[config.mk]
export PLATFORM = sky130hd
export DESIGN_NAME = me_controller_flat
export DESIGN_NICKNAME = d
export VERILOG_FILES = /design/src/rtl/me_pkg.sv /design/src/rtl/me_if.sv /design/src/rtl/me_best_match.sv /design/src/rtl/me_controller.sv /design/src/flat_wrapper.sv
export SDC_FILE = /design/constraint.sdc
export NUM_CORES = 1
export LEC_CHECK = 0
export CORE_MARGIN = 1.5
export CORE_UTILIZATION = 50
export CTS_CLUSTER_SIZE = 8
export DETAILED_ROUTE_END_ITERATION = 10
export HOLD_SLACK_MARGIN = 0.08
export MAX_ROUTING_LAYER = met4
export PLACE_DENSITY = 0.85
export SETUP_SLACK_MARGIN = 0.5
export SYNTH_ARGS = -nofsm -noshare
export SYNTH_HDL_FRONTEND = slang
export SYNTH_SLANG_ARGS = --single-unit
[constraint.sdc]
create_clock -name clk -period 6.9 [get_ports clk]
set_clock_uncertainty 0.05 [all_clocks]
set_input_delay 1.38 -clock clk [delete_from_list [all_inputs] [get_ports clk]]
set_output_delay 1.38 -clock clk [all_outputs]
set_load 0.03 [all_outputs]
[src/rtl/me_pkg.sv]
// rtl/me_pkg.sv - shared constants, state type and width helpers for the motion-estimation controller
package me_pkg;
    localparam int LOG_B    = 4;
    localparam int W        = 1 << LOG_B;
    localparam int DW       = 8;
    localparam int CNT_W    = 3 * LOG_B + 1;
    localparam int ADDR_R_W = 2 * LOG_B;
    localparam int ADDR_S_W = 2 * LOG_B + 1;

    typedef enum logic [1:0] {
        IDLE = 2'd0,
        RUN  = 2'd1,
        DONE = 2'd2
    } state_t;

    function automatic int cnt_w(input int lb);
        return 3 * lb + 1;
    endfunction

    function automatic int addr_r_w(input int lb);
        return 2 * lb;
    endfunction

    function automatic int addr_s_w(input int lb);
        return 2 * lb + 1;
    endfunction
endpackage

[src/rtl/me_if.sv]
// rtl/me_if.sv - memory/PE-array signal bundle of the motion-estimation controller
interface me_if #(
    parameter int LOG_B = me_pkg::LOG_B,
    parameter int DW    = me_pkg::DW
);
    import me_pkg::*;

    logic                          start;
    logic                          busy;
    logic                          done;
    logic [addr_r_w(LOG_B)-1:0]    AddressR;
    logic [addr_s_w(LOG_B)-1:0]    AddressS1;
    logic [addr_s_w(LOG_B)-1:0]    AddressS2;
    logic [(1 << LOG_B)-1:0]       S1S2mux;
    logic [(1 << LOG_B)-1:0]       NewDist;
    logic [(1 << LOG_B)*DW-1:0]    AccBus;
    logic [DW-1:0]                 BestDist;
    logic [LOG_B-1:0]              MotionX;
    logic [LOG_B-1:0]              MotionY;

    modport slave (
        input  start, AccBus,
        output busy, done, AddressR, AddressS1, AddressS2,
               S1S2mux, NewDist, BestDist, MotionX, MotionY
    );

    modport master (
        output start, AccBus,
        input  busy, done, AddressR, AddressS1, AddressS2,
               S1S2mux, NewDist, BestDist, MotionX, MotionY
    );
endinterface

[src/rtl/me_best_match.sv]
// rtl/me_best_match.sv - running minimum of ready PE accumulators and its motion vector
module me_best_match #(
    parameter int LOG_B = me_pkg::LOG_B,
    parameter int DW    = me_pkg::DW
) (
    input  logic                        clk,
    input  logic                        reset,
    input  logic                        i_clear,
    input  logic                        i_valid,
    input  logic [LOG_B-1:0]            i_idx,
    input  logic [LOG_B-1:0]            i_vy,
    input  logic [(1 << LOG_B)*DW-1:0]  i_acc,
    output logic [DW-1:0]               o_best,
    output logic [LOG_B-1:0]            o_mx,
    output logic [LOG_B-1:0]            o_my
);
    import me_pkg::*;

    logic [DW-1:0]    r_best;
    logic [LOG_B-1:0] r_mx;
    logic [LOG_B-1:0] r_my;
    logic [DW-1:0]    w_val;

    assign w_val = i_acc[i_idx*DW +: DW];

    // Strict less-than: ties keep the earlier vector and a saturated all-ones
    // accumulator can never displace the all-ones start value.
    always_ff @(posedge clk or posedge reset) begin
        if (reset) begin
            r_best <= '1;
            r_mx   <= '0;
            r_my   <= '0;
        end else if (i_clear) begin
            r_best <= '1;
            r_mx   <= '0;
            r_my   <= '0;
        end else if (i_valid && (w_val < r_best)) begin
            r_best <= w_val;
            r_mx   <= i_idx;
            r_my   <= i_vy;
        end
    end

    assign o_best = r_best;
    assign o_mx   = r_mx;
    assign o_my   = r_my;
endmodule

[src/rtl/me_controller.sv]
// rtl/me_controller.sv - full-search block-match sequencer: run FSM, address/PE control decode, best-match tracking
module me_controller #(
    parameter int LOG_B = me_pkg::LOG_B,
    parameter int DW    = me_pkg::DW
) (
    input  logic clk,
    input  logic reset,
    me_if.slave  bus
);
    import me_pkg::*;

    localparam int NPE = 1 << LOG_B;
    localparam int CW  = cnt_w(LOG_B);
    localparam int QW  = CW - LOG_B;
    localparam int ASW = addr_s_w(LOG_B);
    localparam logic [CW-1:0] T_W2   = CW'(NPE * NPE);
    localparam logic [CW-1:0] T_W3   = CW'(NPE * NPE * NPE);
    localparam logic [CW-1:0] T_LAST = CW'(NPE * NPE * NPE + NPE - 1);

    state_t           r_state;
    logic [CW-1:0]    r_t;
    logic             r_busy;
    logic             r_done;

    logic             w_run;
    logic             w_clear;
    logic [LOG_B-1:0] w_cm;
    logic [QW-1:0]    w_q;
    logic [QW-1:0]    w_qm1;
    logic [NPE-1:0]   w_mux;
    logic [NPE-1:0]   w_newdist;
    logic [NPE-1:0]   w_ready;
    logic             w_rdy_any;
    logic [LOG_B-1:0] w_rdy_idx;
    logic [CW-1:0]    w_vd;
    logic [LOG_B-1:0] w_vy;

    // Search-window row of a folded count: (x div W) + (x mod W).
    function automatic logic [ASW-1:0] fold(input logic [QW-1:0] x);
        return ASW'(x[QW-1:LOG_B]) + ASW'(x[LOG_B-1:0]);
    endfunction

    assign w_run   = (r_state == RUN);
    assign w_clear = !w_run && bus.start;

    always_ff @(posedge clk or posedge reset) begin
        if (reset) begin
            r_state <= IDLE;
            r_t     <= '0;
            r_busy  <= 1'b0;
            r_done  <= 1'b0;
        end else begin
            case (r_state)
                IDLE, DONE: begin
                    if (bus.start) begin
                        r_state <= RUN;
                        r_t     <= '0;
                        r_busy  <= 1'b1;
                        r_done  <= 1'b0;
                    end
                end
                RUN: begin
                    if (r_t == T_LAST) begin
                        r_state <= DONE;
                        r_t     <= '0;
                        r_busy  <= 1'b0;
                        r_done  <= 1'b1;
                    end else begin
                        r_t <= r_t + CW'(1);
                    end
                end
                default: begin
                    r_state <= IDLE;
                    r_t     <= '0;
                    r_busy  <= 1'b0;
                    r_done  <= 1'b0;
                end
            endcase
        end
    end

    assign w_cm  = r_t[LOG_B-1:0];
    assign w_q   = r_t[CW-1:LOG_B];
    assign w_qm1 = w_q - QW'(1);

    // Top count bit set means t >= W^3: the reference block has been fully streamed.
    assign bus.AddressR  = (w_run && !r_t[CW-1]) ? r_t[2*LOG_B-1:0] : '0;
    assign bus.AddressS1 = w_run ? (fold(w_q) << LOG_B) + ASW'(w_cm) : '0;
    assign bus.AddressS2 = (w_run && (w_q != '0)) ? (fold(w_qm1) << LOG_B) + ASW'(w_cm) : '0;

    for (genvar gi = 0; gi < NPE; gi++) begin : g_pe
        logic [CW-1:0] w_d;
        logic          w_phase;
        assign w_d           = r_t - CW'(gi);
        assign w_phase       = w_run && (r_t >= CW'(gi)) && (w_d[2*LOG_B-1:0] == '0);
        assign w_mux[gi]     = w_run && (LOG_B'(gi) <= w_cm);
        assign w_newdist[gi] = w_phase && !w_d[CW-1];
        assign w_ready[gi]   = w_phase && (w_d >= T_W2) && (w_d <= T_W3);
    end

    assign bus.S1S2mux = w_mux;
    assign bus.NewDist = w_newdist;
    assign bus.busy    = r_busy;
    assign bus.done    = r_done;

    // PE readiness points are W^2 apart per PE and staggered by one cycle, so at most one bit is set.
    always_comb begin
        w_rdy_any = 1'b0;
        w_rdy_idx = '0;
        for (int i = 0; i < NPE; i++) begin
            if (w_ready[i]) begin
                w_rdy_any = 1'b1;
                w_rdy_idx = LOG_B'(i);
            end
        end
    end

    assign w_vd = r_t - CW'(w_rdy_idx);
    assign w_vy = LOG_B'((w_vd >> (2*LOG_B)) - CW'(1));

    me_best_match #(
        .LOG_B (LOG_B),
        .DW    (DW)
    ) u_best (
        .clk     (clk),
        .reset   (reset),
        .i_clear (w_clear),
        .i_valid (w_rdy_any),
        .i_idx   (w_rdy_idx),
        .i_vy    (w_vy),
        .i_acc   (bus.AccBus),
        .o_best  (bus.BestDist),
        .o_mx    (bus.MotionX),
        .o_my    (bus.MotionY)
    );
endmodule

[src/flat_wrapper.sv]
// flat-port wrapper written by rule: the top's interface ports become plain ports
module me_controller_flat import me_pkg::*;
#(
    parameter int LOG_B = me_pkg::LOG_B,
    parameter int DW    = me_pkg::DW
)
  (clk, reset, bus_start, bus_AccBus, bus_busy, bus_done, bus_AddressR, bus_AddressS1, bus_AddressS2, bus_S1S2mux, bus_NewDist, bus_BestDist, bus_MotionX, bus_MotionY);
  me_if #(.LOG_B(LOG_B), .DW(DW)) bus_i ();
  input  logic clk;
  input  logic reset;
  input wire logic [$bits(bus_i.start)-1:0] bus_start;
  input wire logic [$bits(bus_i.AccBus)-1:0] bus_AccBus;
  output wire logic [$bits(bus_i.busy)-1:0] bus_busy;
  output wire logic [$bits(bus_i.done)-1:0] bus_done;
  output wire logic [$bits(bus_i.AddressR)-1:0] bus_AddressR;
  output wire logic [$bits(bus_i.AddressS1)-1:0] bus_AddressS1;
  output wire logic [$bits(bus_i.AddressS2)-1:0] bus_AddressS2;
  output wire logic [$bits(bus_i.S1S2mux)-1:0] bus_S1S2mux;
  output wire logic [$bits(bus_i.NewDist)-1:0] bus_NewDist;
  output wire logic [$bits(bus_i.BestDist)-1:0] bus_BestDist;
  output wire logic [$bits(bus_i.MotionX)-1:0] bus_MotionX;
  output wire logic [$bits(bus_i.MotionY)-1:0] bus_MotionY;
  assign bus_i.start = bus_start;
  assign bus_i.AccBus = bus_AccBus;
  assign bus_busy = bus_i.busy;
  assign bus_done = bus_i.done;
  assign bus_AddressR = bus_i.AddressR;
  assign bus_AddressS1 = bus_i.AddressS1;
  assign bus_AddressS2 = bus_i.AddressS2;
  assign bus_S1S2mux = bus_i.S1S2mux;
  assign bus_NewDist = bus_i.NewDist;
  assign bus_BestDist = bus_i.BestDist;
  assign bus_MotionX = bus_i.MotionX;
  assign bus_MotionY = bus_i.MotionY;
  me_controller #(.LOG_B(LOG_B), .DW(DW)) u_core (.clk(clk), .reset(reset), .bus(bus_i));
endmodule
==> results.md <==
- Status: finished, final reports clean
- Number of DRC markers in iteration 0: between 1,000 and 1,500
- Post-detail-place hpwl: 29,400 um
- Vias: 9,922
- Clk_lat worst skew: 0.28 ns
- Antenna violation net count after detailed routing: 0
- Wire per inst: 25.9 um
- Ys flop type: dfrtp_1
- Peak VDD IR: 0.222 mV
- Vias per cell: 6.70
- PortBufs: 206
- Commonest cells post-synth: 116 x mux2i_1, 77 x nor2_1, 71 x xnor2_1
- CP max FO: 13
- Grt met2 use: 70.5%
- Crit-path slowest cell: nor4_1
- WP data required: 7.03 ns
- Die area: 0.0165 mm^2
- Layout net count: between 1,000 and 1,500
- Period utilization: 90.7%
- Share of cells above drive strength 1: 11.8%
- Synthesized net count: 1,232
- Overflow after GRT: 0
- Final Slew Violations: 0
- Critical-path cell list: clkinvlp_4 > ha_1 > nor4_1 > o2111ai_1 > or4_1 > nor2_1 > a211o_1 > and3b_1 > o21ba_4 > mux2i_1 > mux2i_1 > mux2i_1 > mux2i_1 > buf_4 > ha_1 > a21o_1 > a21o_1 > a211oi_1 > o21ai_1 > buf_4 > o21ai_0 > o211ai_1
- Hold_ws: 0.488 ns
- Syn Area/Cell: 7.48 um^2
- CP Capture Type: flop
- Post-synthesis sequential area ratio: 10.3%
- # DRC: 0
- Final WL: 38,400 um
- LEAKAGE: roughly 4.6 nW
- Post-synthesis cell area: 0.00789 mm^2
- WP data arrival: 6.39 ns
- Initial antenna violation count: 0
- Final setup fails: 0
- RSZ-0062 raised after global routing: false
- Crit Path Category: flop to flop
- Final design utilization: a little over two thirds
- Layout area overhead: 35.8%
- Synth area leaders: mux2i_1 15%, xnor2_1 7.9%, dfrtp_1 7.6%, ha_1 7.0%, a21oi_1 3.9%
- Mapped Cells: 1,055
- Area leader, netlist: mux2i_1
- Register bit total from synthesis: 32
- Root Buffer: clkbuf_16
- Rows: 45
- Ant diodes: 0
- Initial Util: 51.5%
- Worst Path Buf+Inv: 3
- Core area: 0.0153 mm^2
- CTS Buf Count: 5
- TritonCTS clock tree: yes
- PwrDens: 160 mW/mm^2
- Total Routing Usage GR: 46.3%
- Max-cap viol count: 0
- Post-CTS Setup Inserts: 0
- YS warnings: 0
- CTS sink cnt: 32
- Pin count of the biggest net entering global routing: 33
- Clock Pin Slew Worst Setup and Hold Paths: 0.05 ns
- Crit path launch type: flop
- EDFF count, synth: 0
- CP max stage delay: 0.74 ns
- H-tree levels: 2
- Max Root-Sink Buffers: 2
- HP Class: flop to flop
- Die Span X: 129 um
- Num ports: 207
- Number of global-route vias before repair: 9,689
- Min Tclk post-route: around 6.3 ns
- GRT met3 Usage: 13.1%
- Max Clk Rate: approximately 0.16 GHz
- TritonRoute pass-1 iters: 6
- First-pass GRT wire length: 56,300 um
- Die Y-Extent: between 100 and 150 um
- Register-to-Register Setup Slack: 0.64 ns
- Gr busiest metal: met2
- Slew margin rel.: 17.5%
- Share of the synthesized area in the top cell type: 14.7%
- Yosys cell types: 96
- RD Place Congestion: 1.12
- Global Route met1 Usage: 52.8%
- Setup TNS: 0 ns
- Count leader, synth: mux2i_1
- Top delay family on crit path: compound AO/OA/AOI/OAI gates
- Most used cell, CP: mux2i_1
- Least-Margin Pin Slew: about 1.2 ns
- Final hold vios: 0
- Post-synth ARST share: 100%
layer usage:
metal / vias to the layer above / share of wire (%)
li1: 4336 / -
met1: 4597 / 36
met2: 790 / 42
met3: 199 / 13
met4: 0 / 8.2
met5: - / 0
cell usage in the layout (no fill, tap or decap), types with 7 or more instances in the layout:
| cell | instances |
|---|---|
| and2_1 | 17 |
| o21ai_0 | 43 |
| a21boi_0 | 9 |
| a21oi_1 | 61 |
| a31oi_1 | 11 |
| xnor2_1 | 71 |
| o211ai_1 | 29 |
| nor4_1 | 7 |
| nor2b_1 | 12 |
| a21o_1 | 19 |
| inv_1 | 31 |
| mux2i_1 | 116 |
| a211oi_1 | 15 |
| ha_1 | 39 |
| nor3b_1 | 9 |
| nand4_1 | 22 |
| dfstp_2 | 8 |
| and3_1 | 15 |
| nand3b_1 | 8 |
| nand2b_1 | 17 |
| or3_1 | 7 |
| nand2_1 | 70 |
| nor2_1 | 77 |
| clkdlybuf4s50_1 | 206 |
| buf_4 | 82 |
| nand3_1 | 48 |
| nor3_1 | 24 |
| dfrtp_1 | 23 |
state kept, by name (all words and copies together) (netlist names):
signal,count
u_core.r_t,13
u_core.u_best.o_best,8
u_core.u_best.o_mx,4
u_core.u_best.o_my,4
u_core.r_state,2
u_core.bus.busy,1
per-stage QoR:
stage	cells	setup slack (ns)	power [mW]	instance area, um^2
2_1_floorplan	1055	0.692	0.991	7890
3_3_place_gp	1471	0.716	1.43	10500
3_5_place_dp	1471	0.651	1.44	10500
4_1_cts	1479	0.609	1.67	10600
5_1_grt	1480	0.506	1.80	10700
6_report	1480	0.644	1.72	10700
timing repair:
action / in CTS / in global routing
endpoints found under the setup margin: 0 / 16
hold buffers: 0 / 0
gates resized for setup: 0 / 16
endpoints found under the hold margin: 0 / 0
final timing paths:
path	endpoint	start	depth (start not counted)
setup / recovery	u_core.u_best.o_best[0]$_DFFE_PP1P_	u_core.r_t[2]$_DFFE_PP0P_	22
hold / removal	u_core.u_best.o_my[3]$_DFFE_PP0P_	u_core.u_best.o_my[3]$_DFFE_PP0P_	2
setup reg to reg	u_core.u_best.o_best[0]$_DFFE_PP1P_	u_core.r_t[2]$_DFFE_PP0P_	22
hold reg to reg	u_core.u_best.o_my[3]$_DFFE_PP0P_	u_core.u_best.o_my[3]$_DFFE_PP0P_	2
max in group asynchronous	u_core.u_best.o_best[5]$_DFFE_PP1P_	reset	3
min in group asynchronous	u_core.r_state[1]$_DFFE_PP0P_	reset	3
cell families after synthesis:
family / after synthesis / synth area share, %
simple gates: 379 / 26.3
compound gates: 279 / 25.0
buf+inv: 124 / 7.30
mux: 119 / 15.2
xor+xnor: 76 / 8.44
fa+ha+maj: 46 / 7.49
flops: 32 / 10.3
worst register-to-register path: cells and delay by family (launching register included):
kind	cells	cell delay, ns
flip-flops	1	0.53
buffers and inverters	3	0.74
adder cells (fa/ha/maj)	2	0.69
AO/OA/AOI/OAI	9	1.88
multiplexers	4	0.71
AND/OR/NAND/NOR	4	1.56
cell type report:
cell class	count	area (um^2)
Clock buffer	8	146
Fill cell	1283	4600
Inverter	36	145
Multi-Input combinational cell	900	6580
Sequential cell	32	812
Tap cell	211	264
Timing Repair Buffer	293	2770
power by group:
| group | total [mW] | internal, mW | switching, mW | leakage, nW |
|---|---|---|---|---|
| Sequential | 0.242 | 0.210 | 0.0311 | 0.409 |
| Clock | 0.222 | 0.144 | 0.0787 | 0.0712 |
| Combinational | 1.25 | 0.492 | 0.762 | 4.12 |
| Total | 1.72 | 0.846 | 0.872 | 4.60 |
(Power assumes the default switching activity.)
==> edit (config.mk and constraints unchanged) <==
`LOG_B`: 4 -> 5.
--- a/src/rtl/me_pkg.sv
+++ b/src/rtl/me_pkg.sv
@@ -2,3 +2,3 @@
 package me_pkg;
-    localparam int LOG_B    = 4;
+    localparam int LOG_B    = 5;
     localparam int W        = 1 << LOG_B;
Ports: changed (8 resized); port bits go from 207 to 375. No check against the original RTL was run, so the function may have changed too.
==> edit against the original RTL <==
  * Area after synthesis is 75% higher
  * The flow now stops in global routing
==> edit: results (changes against the original RTL) <==
* Status: did not finish
* Stopped at: global routing
* Error message: [ERROR GRT-0116] Global routing finished with congestion. Check the congestion regions in the DRC Viewer.
* Total GRT Usage at 0.671
* Netlist Area Pre-Place at 13,800 um^2 (+75%)
* Sequential-to-total area share from yosys stat at 0.0676 (-0.0352)
* Setup bufs post-CTS at 22 (+22)
* Grt total ovfl at 23
* DP Cell Count at 3,016 (+110%)
* Commonest cells in the netlist: nand2_1 (200), nor2_1 (188), xnor2_1 (170)
* Placed Area at 20,600 um^2 (+96%)
* Area contributors post-synth: xnor2_1 (11%), mux2i_1 (8.7%), nand2_1 (5.4%)
* Mapped Avg Cell Area at 6.72 um^2 (-10%)
* Asr flop ratio synth at 1.00 (unchanged)
* Buffers on Ports at 374 (+82%)
* H-tree Lvls at 2 (unchanged)
* Cts repair resizes at 95 (+95)
* Synth cell types at 99 (+3.1%)
* Worst slack, placed at -653 ps (-1300 ps)
* Clock tree buffer depth at 2 (unchanged)
* CTS Buf Count at 5 (unchanged)
* Top FF cell, synth: dfrtp_1
* Pin count of the biggest net entering global routing at 41
* DP HPWL at 65,300 um (+120%)
* Ys Warns at 0 (unchanged)
* First-pass GRT wire length at 142,000 um
* GPL Wtd Cong at 1.42 (+27%)
* Clk sinks at 37 (+16%)
* Clk root buf: clkbuf_16
* Vias in the first global route at 23,100
* Syn_nets at 2,362 (+92%)
edit: changes by cell type after synthesis, moves of 21 or more:
cell / unedited run / this run
a21oi_1: 61 / 131
nand4_1: 22 / 53
buf_1: 11 / 39
xnor2_1: 71 / 170
nor4_1: 7 / 45
a31oi_1: 11 / 32
xor2_1: 5 / 41
nand2_1: 70 / 200
nand3_1: 48 / 109
mux2_2: 1 / 22
nor3_1: 24 / 81
nor2_1: 77 / 188
o21ai_0: 43 / 96
clkbuf_1: 41 / 119
edit: logic make-up after synthesis:
kind of cell / after synthesis / share of synthesized area
XOR/XNOR: 211 / 0.133
adder cells (fa/ha/maj): 43 / 0.0399
AND/OR/NAND/NOR: 866 / 0.318
buffers and inverters: 245 / 0.0722
AO/OA/AOI/OAI: 506 / 0.249
flip-flops: 37 / 0.0676
multiplexers: 152 / 0.119
edit: metal layers:
| metal | track usage | overflow |
|---|---|---|
| met1 | 0.657 | 0 |
| met5 | - | - |
| met3 | 0.511 | 1 |
| met4 | 0.623 | 14 |
| met2 | 0.831 | 8 |
